--- src/rtl/dma_pkg.sv ---
// Shared definitions for the DMA engines: AXI burst and response encodings,
// the 4 KB burst boundary and the MM2S reader state encoding.
package dma_pkg;

  localparam logic [1:0] BURST_FIXED = 2'b00;
  localparam logic [1:0] BURST_INCR  = 2'b01;
  localparam logic [1:0] BURST_WRAP  = 2'b10;

  localparam logic [1:0] RESP_OKAY   = 2'b00;
  localparam logic [1:0] RESP_EXOKAY = 2'b01;
  localparam logic [1:0] RESP_SLVERR = 2'b10;
  localparam logic [1:0] RESP_DECERR = 2'b11;

  // An AXI burst may not cross a 4 KB address boundary.
  localparam logic [12:0] BOUNDARY_4K = 13'd4096;

  typedef enum logic [1:0] {
    MM2S_IDLE,
    MM2S_ADDR,
    MM2S_DATA,
    MM2S_DRAIN
  } mm2s_state_e;

endpackage

--- src/rtl/sync_fifo.sv ---
// Single-clock FIFO, first-word fall-through (dout_o is the head entry).
// Ports: clk_i/rst_ni (async active-low), push_i/din_i write side,
// pop_i/dout_o read side, full_o/empty_o flags, count_o occupancy.
// DEPTH must be a power of two so the pointers wrap naturally.
module sync_fifo #(
  parameter int WIDTH = 32,
  parameter int DEPTH = 32
) (
  input  logic                     clk_i,
  input  logic                     rst_ni,
  input  logic                     push_i,
  input  logic [WIDTH-1:0]         din_i,
  input  logic                     pop_i,
  output logic [WIDTH-1:0]         dout_o,
  output logic                     full_o,
  output logic                     empty_o,
  output logic [$clog2(DEPTH):0]   count_o
);

  localparam int PW = $clog2(DEPTH);

  logic [WIDTH-1:0] mem_q [DEPTH];
  logic [PW-1:0]    wr_ptr_q, rd_ptr_q;
  logic [PW:0]      count_q;
  logic             do_push, do_pop;

  assign empty_o = (count_q == '0);
  assign full_o  = (count_q == (PW+1)'(DEPTH));
  assign count_o = count_q;
  assign dout_o  = mem_q[rd_ptr_q];

  assign do_pop  = pop_i && !empty_o;
  // A push into a full FIFO is accepted only when a pop frees a slot in the same cycle.
  assign do_push = push_i && (!full_o || do_pop);

  always_ff @(posedge clk_i or negedge rst_ni) begin
    if (!rst_ni) begin
      wr_ptr_q <= '0;
      rd_ptr_q <= '0;
      count_q  <= '0;
    end else begin
      if (do_push) wr_ptr_q <= wr_ptr_q + 1'b1;
      if (do_pop)  rd_ptr_q <= rd_ptr_q + 1'b1;
      count_q <= count_q + {{PW{1'b0}}, do_push} - {{PW{1'b0}}, do_pop};
    end
  end

  always_ff @(posedge clk_i) begin
    if (do_push) mem_q[wr_ptr_q] <= din_i;
  end

endmodule

--- src/rtl/axi4_mm2s_reader.sv ---
// Memory-to-stream read engine. A start pulse fetches num_beats words from
// src_addr over the AXI4 read channels as INCR bursts (bounded by the burst
// length, the remaining count and the 4 KB boundary), buffers them in a FIFO
// and emits them on an AXI4-Stream master. Write channels are tied off.
// Ports: aclk/arstn (async active-low), start/src_addr/num_beats command,
// busy/done/error status, m_axi_* AXI4 master, m_axis_* stream master.
module axi4_mm2s_reader
  import dma_pkg::*;
#(
  parameter int C_AXI_ID_WIDTH   = 1,
  parameter int C_AXI_ADDR_WIDTH = 32,
  parameter int C_AXI_DATA_WIDTH = 32,
  parameter int C_AXI_BURST_LEN  = 16,
  parameter int FIFO_DEPTH       = 32
) (
  input  logic                          aclk,
  input  logic                          arstn,
  input  logic                          start,
  input  logic [C_AXI_ADDR_WIDTH-1:0]   src_addr,
  input  logic [15:0]                   num_beats,
  output logic                          busy,
  output logic                          done,
  output logic                          error,
  output logic [C_AXI_ID_WIDTH-1:0]     m_axi_arid,
  output logic [C_AXI_ADDR_WIDTH-1:0]   m_axi_araddr,
  output logic [7:0]                    m_axi_arlen,
  output logic [2:0]                    m_axi_arsize,
  output logic [1:0]                    m_axi_arburst,
  output logic                          m_axi_arvalid,
  input  logic                          m_axi_arready,
  input  logic [C_AXI_ID_WIDTH-1:0]     m_axi_rid,
  input  logic [C_AXI_DATA_WIDTH-1:0]   m_axi_rdata,
  input  logic [1:0]                    m_axi_rresp,
  input  logic                          m_axi_rlast,
  input  logic                          m_axi_rvalid,
  output logic                          m_axi_rready,
  output logic [C_AXI_ID_WIDTH-1:0]     m_axi_awid,
  output logic [C_AXI_ADDR_WIDTH-1:0]   m_axi_awaddr,
  output logic [7:0]                    m_axi_awlen,
  output logic [2:0]                    m_axi_awsize,
  output logic [1:0]                    m_axi_awburst,
  output logic                          m_axi_awvalid,
  input  logic                          m_axi_awready,
  output logic [C_AXI_DATA_WIDTH-1:0]   m_axi_wdata,
  output logic [C_AXI_DATA_WIDTH/8-1:0] m_axi_wstrb,
  output logic                          m_axi_wlast,
  output logic                          m_axi_wvalid,
  input  logic                          m_axi_wready,
  input  logic [C_AXI_ID_WIDTH-1:0]     m_axi_bid,
  input  logic [1:0]                    m_axi_bresp,
  input  logic                          m_axi_bvalid,
  output logic                          m_axi_bready,
  output logic [C_AXI_DATA_WIDTH-1:0]   m_axis_tdata,
  output logic                          m_axis_tvalid,
  input  logic                          m_axis_tready
);

  localparam int AW    = C_AXI_ADDR_WIDTH;
  localparam int BYTES = C_AXI_DATA_WIDTH / 8;
  localparam int SIZE  = $clog2(BYTES);
  localparam int CNT_W = $clog2(FIFO_DEPTH) + 1;

  mm2s_state_e      state_q, state_d;
  logic [AW-1:0]    addr_q, addr_d;
  logic [15:0]      remaining_q, remaining_d;
  logic [15:0]      blen_q, blen_d;
  logic             arvalid_q, arvalid_d;
  logic [AW-1:0]    araddr_q, araddr_d;
  logic [7:0]       arlen_q, arlen_d;
  logic             busy_q, busy_d;
  logic             done_q, done_d;
  logic             error_q, error_d;

  logic [12:0]      to_bound;
  logic [15:0]      blen_calc;
  logic [CNT_W-1:0] fifo_count;
  logic [CNT_W-1:0] fifo_free;
  logic             fifo_empty, fifo_full, fifo_push;
  logic             r_hs;
  logic             unused_sig;

  sync_fifo #(
    .WIDTH (C_AXI_DATA_WIDTH),
    .DEPTH (FIFO_DEPTH)
  ) u_fifo (
    .clk_i   (aclk),
    .rst_ni  (arstn),
    .push_i  (fifo_push),
    .din_i   (m_axi_rdata),
    .pop_i   (m_axis_tready),
    .dout_o  (m_axis_tdata),
    .full_o  (fifo_full),
    .empty_o (fifo_empty),
    .count_o (fifo_count)
  );

  assign m_axis_tvalid = !fifo_empty;
  assign fifo_free     = CNT_W'(FIFO_DEPTH) - fifo_count;
  assign r_hs          = m_axi_rvalid && m_axi_rready;

  // Burst length: min(remaining, max burst, beats left before the 4 KB line).
  // addr_q is always beat-aligned, so the shift divides exactly.
  always_comb begin
    to_bound  = (BOUNDARY_4K - {1'b0, addr_q[11:0]}) >> SIZE;
    blen_calc = remaining_q;
    if (16'(C_AXI_BURST_LEN) < blen_calc) blen_calc = 16'(C_AXI_BURST_LEN);
    if ({3'b000, to_bound} < blen_calc)   blen_calc = {3'b000, to_bound};
  end

  always_ff @(posedge aclk or negedge arstn) begin
    if (!arstn) begin
      state_q     <= MM2S_IDLE;
      addr_q      <= '0;
      remaining_q <= '0;
      blen_q      <= '0;
      arvalid_q   <= 1'b0;
      araddr_q    <= '0;
      arlen_q     <= '0;
      busy_q      <= 1'b0;
      done_q      <= 1'b0;
      error_q     <= 1'b0;
    end else begin
      state_q     <= state_d;
      addr_q      <= addr_d;
      remaining_q <= remaining_d;
      blen_q      <= blen_d;
      arvalid_q   <= arvalid_d;
      araddr_q    <= araddr_d;
      arlen_q     <= arlen_d;
      busy_q      <= busy_d;
      done_q      <= done_d;
      error_q     <= error_d;
    end
  end

  always_comb begin
    state_d     = state_q;
    addr_d      = addr_q;
    remaining_d = remaining_q;
    blen_d      = blen_q;
    arvalid_d   = arvalid_q;
    araddr_d    = araddr_q;
    arlen_d     = arlen_q;
    busy_d      = busy_q;
    done_d      = 1'b0;
    error_d     = error_q;
    if (r_hs && (m_axi_rresp != RESP_OKAY)) error_d = 1'b1;
    case (state_q)
      MM2S_IDLE: begin
        if (start) begin
          error_d = 1'b0;
          if (num_beats == 16'd0) begin
            done_d = 1'b1;
          end else begin
            addr_d      = src_addr & ~AW'(BYTES - 1);
            remaining_d = num_beats;
            busy_d      = 1'b1;
            state_d     = MM2S_ADDR;
          end
        end
      end
      MM2S_ADDR: begin
        // Only the engine pushes into the FIFO, so free space cannot shrink
        // between this check and the end of the burst.
        if (!arvalid_q) begin
          if (16'(fifo_free) >= blen_calc) begin
            arvalid_d = 1'b1;
            araddr_d  = addr_q;
            arlen_d   = 8'(blen_calc - 16'd1);
            blen_d    = blen_calc;
          end
        end else if (m_axi_arready) begin
          arvalid_d = 1'b0;
          state_d   = MM2S_DATA;
        end
      end
      MM2S_DATA: begin
        if (r_hs && m_axi_rlast) begin
          addr_d      = addr_q + (AW'(blen_q) << SIZE);
          remaining_d = remaining_q - blen_q;
          state_d     = (remaining_q == blen_q) ? MM2S_DRAIN : MM2S_ADDR;
        end
      end
      MM2S_DRAIN: begin
        if (fifo_empty) begin
          done_d  = 1'b1;
          busy_d  = 1'b0;
          state_d = MM2S_IDLE;
        end
      end
      default: state_d = MM2S_IDLE;
    endcase
  end

  always_comb begin
    m_axi_rready = (state_q == MM2S_DATA);
    fifo_push    = m_axi_rvalid && m_axi_rready;
  end

  assign busy          = busy_q;
  assign done          = done_q;
  assign error         = error_q;
  assign m_axi_arid    = '0;
  assign m_axi_araddr  = araddr_q;
  assign m_axi_arlen   = arlen_q;
  assign m_axi_arsize  = 3'(SIZE);
  assign m_axi_arburst = BURST_INCR;
  assign m_axi_arvalid = arvalid_q;

  assign m_axi_awid    = '0;
  assign m_axi_awaddr  = '0;
  assign m_axi_awlen   = '0;
  assign m_axi_awsize  = '0;
  assign m_axi_awburst = '0;
  assign m_axi_awvalid = 1'b0;
  assign m_axi_wdata   = '0;
  assign m_axi_wstrb   = '0;
  assign m_axi_wlast   = 1'b0;
  assign m_axi_wvalid  = 1'b0;
  assign m_axi_bready  = 1'b1;

  // rid/rlast beyond the burst are not checked; write responses are ignored.
  assign unused_sig = ^{m_axi_rid, m_axi_awready, m_axi_wready, m_axi_bid,
                        m_axi_bresp, m_axi_bvalid, fifo_full};

endmodule

--- config.mk ---
export PLATFORM = sky130hd
export DESIGN_NAME = axi4_mm2s_reader
export DESIGN_NICKNAME = d
export VERILOG_FILES = /design/src/rtl/dma_pkg.sv /design/src/rtl/sync_fifo.sv /design/src/rtl/axi4_mm2s_reader.sv
export SDC_FILE = /design/constraint.sdc
export NUM_CORES = 1
export LEC_CHECK = 0
export ABC_AREA = 1
export CELL_PAD_IN_SITES_DETAIL_PLACEMENT = 1
export CELL_PAD_IN_SITES_GLOBAL_PLACEMENT = 1
export CORE_MARGIN = 1.5
export CORE_UTILIZATION = 45
export CTS_CLUSTER_DIAMETER = 50
export DETAILED_ROUTE_END_ITERATION = 16
export DONT_BUFFER_PORTS = 1
export GPL_TIMING_DRIVEN = 1
export PLACE_DENSITY_LB_ADDON = 0.1
export SYNTH_ARGS = -nofsm -noshare
export SYNTH_HDL_FRONTEND = slang
export SYNTH_SLANG_ARGS = --single-unit
--- constraint.sdc ---
create_clock -name aclk -period 4.5 [get_ports aclk]
set_clock_uncertainty 0.2 [all_clocks]
set_input_delay 0.675 -clock aclk [delete_from_list [all_inputs] [get_ports aclk]]
set_output_delay 0.675 -clock aclk [all_outputs]
set_load 0.05 [all_outputs]
After elaboration in Yosys (flattened, before gate mapping). Memories as Yosys holds them, arrays and structs flattened. Cells that the tools add are included.

Magnitude comparators: 3. Equal/unequal tests: 11. Multipliers: 0. Bitwise gates (word level): 1. Mux-type cells: 34. Add/sub/neg operators: 9. Shift operators: 0. Reduce and logical (&&, ||, !) cells: 18. Divide/modulo/power cells: 0.

Operators with widths (number): 2-to-1 mux 32 bit (3); 2-to-1 mux 16 bit (5); case mux 32 bit (2 select lines) (1); adder 32 x 18 -> 32 bit (1); case mux 16 bit (2 select lines) (1); equality test 16 bit (1); greater-or-equal comparator 6 x 16 -> 1 bit (1); logical NOT 16 bit (1); less-than comparator 11 x 16 -> 1 bit (1); less-than comparator 5 x 16 -> 1 bit (first input constant) (1); subtractor 16 bit (1); 2-to-1 mux 1 bit (14); 2-to-1 mux 2 bit (7); subtractor 13 x 12 -> 13 bit (first input constant) (1); adder 5 x 1 -> 5 bit (second input constant) (2); != test 2 bit (second input constant) (4); case mux 2 bit (4 select lines) (1); AND reduction 4 bit (2); subtractor 8 x 1 -> 8 bit (second input constant) (1); adder 6 x 1 -> 6 bit (1); equality test 6 bit (second input constant) (1); logical NOT 6 bit (1); AND reduction 6 bit (1); nonzero test 2 bit (3); 12 further kinds (20).

Bits in latches: 0. Bits in writable memories: 1024. Bits of input ports: 96. Memories kept: 1. Logic and storage cells: 90. Output and inout port bits: 170. Bits in read-only memories: 0. Flip-flop bits (word level): 126.

Memories: u_fifo.mem_q (depth 32, bits a word 32, rd ports 1, clocked after memory_dff 0, wr ports 1, RTL line sync_fifo.sv:22) `logic [WIDTH-1:0] mem_q [DEPTH];`.

Depth between registers and ports, before layout.
Depth in word-level cells: 7. Mapped depth: 33. Depth with buffers taken out: 32.

By module. From an unflattened synthesis, not the netlist that was laid out.

Cell total of the unflattened synthesis: 5181. Area, all modules: 52087.5 µm².

Modules (own cells, without submodules): sync_fifo (cells each 4070, seq. area each 31149.9 µm², area each 44001.0 µm², instances 1); axi4_mm2s_reader (cells each 1111, seq. area each 2652.5 µm², area each 8086.5 µm², instances 1).

Worst setup path before layout. Ideal clock, no wire load.

Path type: reg-to-reg. From: register u_fifo.count_q[1] (netlist: u_fifo.count_o[1]). To: memory u_fifo.mem_q[11][0] (enable). Data required time: 3.879 ns. Setup time: 0.421 ns. Arrival: 3.591 ns. Path slack: 0.287 ns. Buffers on the path: 0. Period minus slack after synthesis: 4.213 ns. Cell stages (with the launch flop): 10. Cell sequence: dfrtp_1 inv_1 ha_1 nand2_1 inv_1 nand2_1 nand2_1 a31oi_1 nand2_1 nor2_1.

Cells in the longest elaborated chain, start to end: 7. Elaborated cells between the ends (all ways): 9. Those cells by class: eq/ne: 1; mux: 2; reduce/logical: 6.

RTL lines: start, declared (RTL line sync_fifo.sv:24) `logic [PW:0] count_q;`; start signal, assigned (RTL line sync_fifo.sv:44) `count_q <= count_q + {{PW{1'b0}}, do_push} - {{PW{1'b0}}, do_pop};`; logical NOT 6 bit (RTL line sync_fifo.sv:27) `assign empty_o = (count_q == '0);`; logical NOT 1 bit; named net m_axis_tvalid (RTL line axi4_mm2s_reader.sv:54) `output logic m_axis_tvalid,`; logical AND 1 bit (RTL line sync_fifo.sv:32) `assign do_pop = pop_i && !empty_o;`; logical OR 1 bit (RTL line sync_fifo.sv:34) `assign do_push = push_i && (!full_o || do_pop);`; logical AND 1 bit (RTL line sync_fifo.sv:34); named net u_fifo.do_push (RTL line sync_fifo.sv:25) `logic do_push, do_pop;`; 2-to-1 mux 1 bit (RTL line sync_fifo.sv:49) `if (do_push) mem_q[wr_ptr_q] <= din_i;`; 2-to-1 mux 1 bit (implied by the code) (RTL line sync_fifo.sv:49); end, declared (RTL line sync_fifo.sv:22).

The timed path passes the listed nets, and every way through them passes these cells.

Worst setup path after layout.
From: register u_fifo.rd_ptr_q[0]. To: output port m_axis_tdata[7].

Cells in the longest elaborated chain, start to end: 1.

RTL lines: start, declared (RTL line sync_fifo.sv:23) `logic [PW-1:0] wr_ptr_q, rd_ptr_q;`; start signal, assigned (RTL line sync_fifo.sv:43) `if (do_pop) rd_ptr_q <= rd_ptr_q + 1'b1;`; memory read (32 x 32 bit); end, declared (RTL line axi4_mm2s_reader.sv:53) `output logic [C_AXI_DATA_WIDTH-1:0] m_axis_tdata,`.

No other way between the ends.

==> results.cfg <==
[critical_path]
path_class = reg -> out
path_max_fanout = 60
r2r-end = m_axi_araddr[29]
r2r_setup_slack_ps = 310
r2r_cells = 29
startpoint_type = register
r2r-start = addr_q[3]
cp-end-kind = output port
required_ps = 3620
worstPathArrival_ps = 3460

[power_and_ir_drop]
ir_drop_uv = 647.9
powerDensity_nw_per_um2 = 729.1
p_leak_uw = 0.01980

[global_routing]
antenna_found_initial = 6
track_usage_pct = 27.18
grt_pass1_vias = 34052
grt_max_degree = 123
overflow = 0
grt_pass1_wl_mm = 219.5

[finish]
num-nets-final = 4375
drive_above_1_share_pct = 10.35
design_area_um2 = 56350
area_delta_synth_final_pct = 16.28

[logic_synthesis]
synthCells = 4057
yosys-top-cells-area = edfxtp_1 63%, o21ai_0 6.4%, dfrtp_1 6.3%
post-synth-top-count-cell = edfxtp_1
synthTopCellsByCount = 1024 x edfxtp_1, 640 x nor2_1, 624 x o21ai_0
synth-seq-cells = 1146
async_flop_share_pct = 10.65
yosysTopAreaCell = edfxtp_1
syn-mean-instance-area_um2 = 11.95
yosysSeqAreaShare_pct = 69.75
synth_top_cell_area_share_pct = 63.45
synthesis.area_um2 = 48460
synth_edf_count = 1024
ys_types = 49
yosys_warnings = 0
synthFlopType = edfxtp_1

[timing]
clock.fmax_mhz = 230.8
fin_crit_sh_pct = 96.30
drv_slew = 0
setup_viol = 0
hold_viol = 0
timing.final.crit_period_ps = 4333
maxSlewHeadroom_pct = 19.78
fin_worst_hold_slack_ps = 45.38
worst-slew-pin-transition_ps = 1199

[routing]
wl_mm = 150.6
via_per_inst = 5.806
num_vias = 33174
drtIter0Drc = 2619
wl_per_cell_um = 26.36
ant_nets = 0
drc_errors = 0
drtPass1Iterations = 5

[floorplan]
core-area_um2 = 106900
dieArea_um2 = 109700
die_w_um = 331.2
std_cell_rows = 120
die_h_um = 331.2
start_util_pct = 45.33
io_pins = 266

[clocking]
htreeDepth = 4
clk_latency_ps = 740
root_buffer = clkbuf_16
clk_pin_slew_ps = 60
numClockSinks = 1146
numCtsBuffers = 137
cts_tree = done
cts_max_path_buffers = 3

[placed_design]
hpwl_mm = 85.29
port_buffers = 0
gp_routability_congestion = 0.8186
post_dp_cell_area_um2 = 50860

[min_path]
hold_class = in -> reg
hold_depth = 2
holdPathEnd = u_fifo.rd_ptr_q[0]
holdCritStartpoint = m_axis_tready

[flow_run]
maxCapViolCount = 0

[run_status]
status = finished clean
sequential cells by signal, indices dropped and copies added (netlist names), 5 cells and up:
name and count:
addr_q 30, blen_q 16, m_axi_araddr 30, m_axi_arlen 8
remaining_q 16, u_fifo.count_o 6, u_fifo.mem_q 1024, u_fifo.rd_ptr_q 5
u_fifo.wr_ptr_q 5
worst max path at each step:
stage | startpoint | to | slack, ps | depth (start not counted)
2_1_floorplan | u_fifo.count_o[1] | u_fifo.mem_q[11][0] | 290 | 9
3_3_place_gp | addr_q[3] | m_axi_arlen[1] | 140 | 29
3_5_place_dp | addr_q[3] | m_axi_araddr[21] | 30 | 29
4_1_cts | u_fifo.rd_ptr_q[0] | m_axis_tdata[1] | 10 | 9
5_1_grt | addr_q[3] | m_axi_araddr[29] | -40 | 29
6_report | u_fifo.rd_ptr_q[0] | m_axis_tdata[7] | 170 | 10
timing repair:
action | 4_1_cts | 5_1_grt
cloned | 0 | 8
endpoints found under the setup margin | 18 | 70
gates resized for setup | 8 | 32
setup buffers | 1 | 7
hold buffers | 77 | 0
endpoints found under the hold margin | 1186 | 0
pin swaps | 0 | 6
cells in the final DEF, fill, tap and decap left out, types with 26 or more instances in the layout:
cell           count
dlygate4sd3_1     73
o21ai_0          618
edfxtp_1        1024
nand3_1          146
nand2_1          403
conb_1           100
o221ai_1          95
o211ai_1          48
inv_1            156
o22ai_1          174
nand4_1           45
buf_4            117
clkbuf_16        143
nor2_4            33
xor2_1            37
dfrtp_1          117
nor2_1           605
ha_1              67
a21oi_1           50
clkinv_1          26
buf_12            45
per-stage QoR:
| step | utilization [%] | setup TNS [ps] | std cells | power [uW] | setup slack (ps) |
|---|---|---|---|---|---|
| after floorplan | - | 0 | 4155 | 23710 | 287.3 |
| after CTS | 52.37 | 0 | 5698 | 40420 | 11.63 |
| after global placement | 47.58 | 0 | 5378 | 29230 | 135.0 |
| final | 52.71 | 0 | 5714 | 41090 | 166.6 |
| after global routing | 52.71 | -47.78 | 5713 | 43210 | -43.19 |
| after detailed placement | 47.58 | 0 | 5378 | 29490 | 26.80 |
power breakdown:
group | switching, uW | internal (uW)
Clock | 4380 | 6200
Combinational | 11800 | 5340
Sequential | 1140 | 12200
Total | 17300 | 23800
worst max-delay path, stage by stage, from the launching register on:
cell and delay, ps:
dfrtp_4 560, buf_12 190, buf_12 220, buf_4 250
o21ai_0 190, o221ai_1 140, nand3_1 120, nand3_1 110
o21ai_1 420, inv_1 230, buf_4 250
layer usage:
metal	share of wire, %	vias to the layer above	global-route usage [%]
met2	49	964	46.44
met3	4.5	277	3.733
met5	0.011	-	0
met1	43	17040	35.48
li1	-	14891	-
met4	3.3	2	9.684
layout make-up:
class / instances / area [um2]
well taps: 1403 / 1755
clock inverters: 79 / 695.7
clock buffers: 163 / 3578
flip-flops and latches: 1146 / 33820
multi-input cells: 2506 / 13130
diodes: 1 / 2.502
inverters: 172 / 690.7
fillers: 10875 / 50550
repair buffers: 244 / 2686
cell families after synthesis:
family / share of synthesized area [%]
flops: 69.75
other cells: 0.01550
buf+inv: 4.735
fa+ha+maj: 1.905
xor+xnor: 0.8675
compound gates: 12.15
simple gates: 10.58
Power figures use the tool's default switching activity.
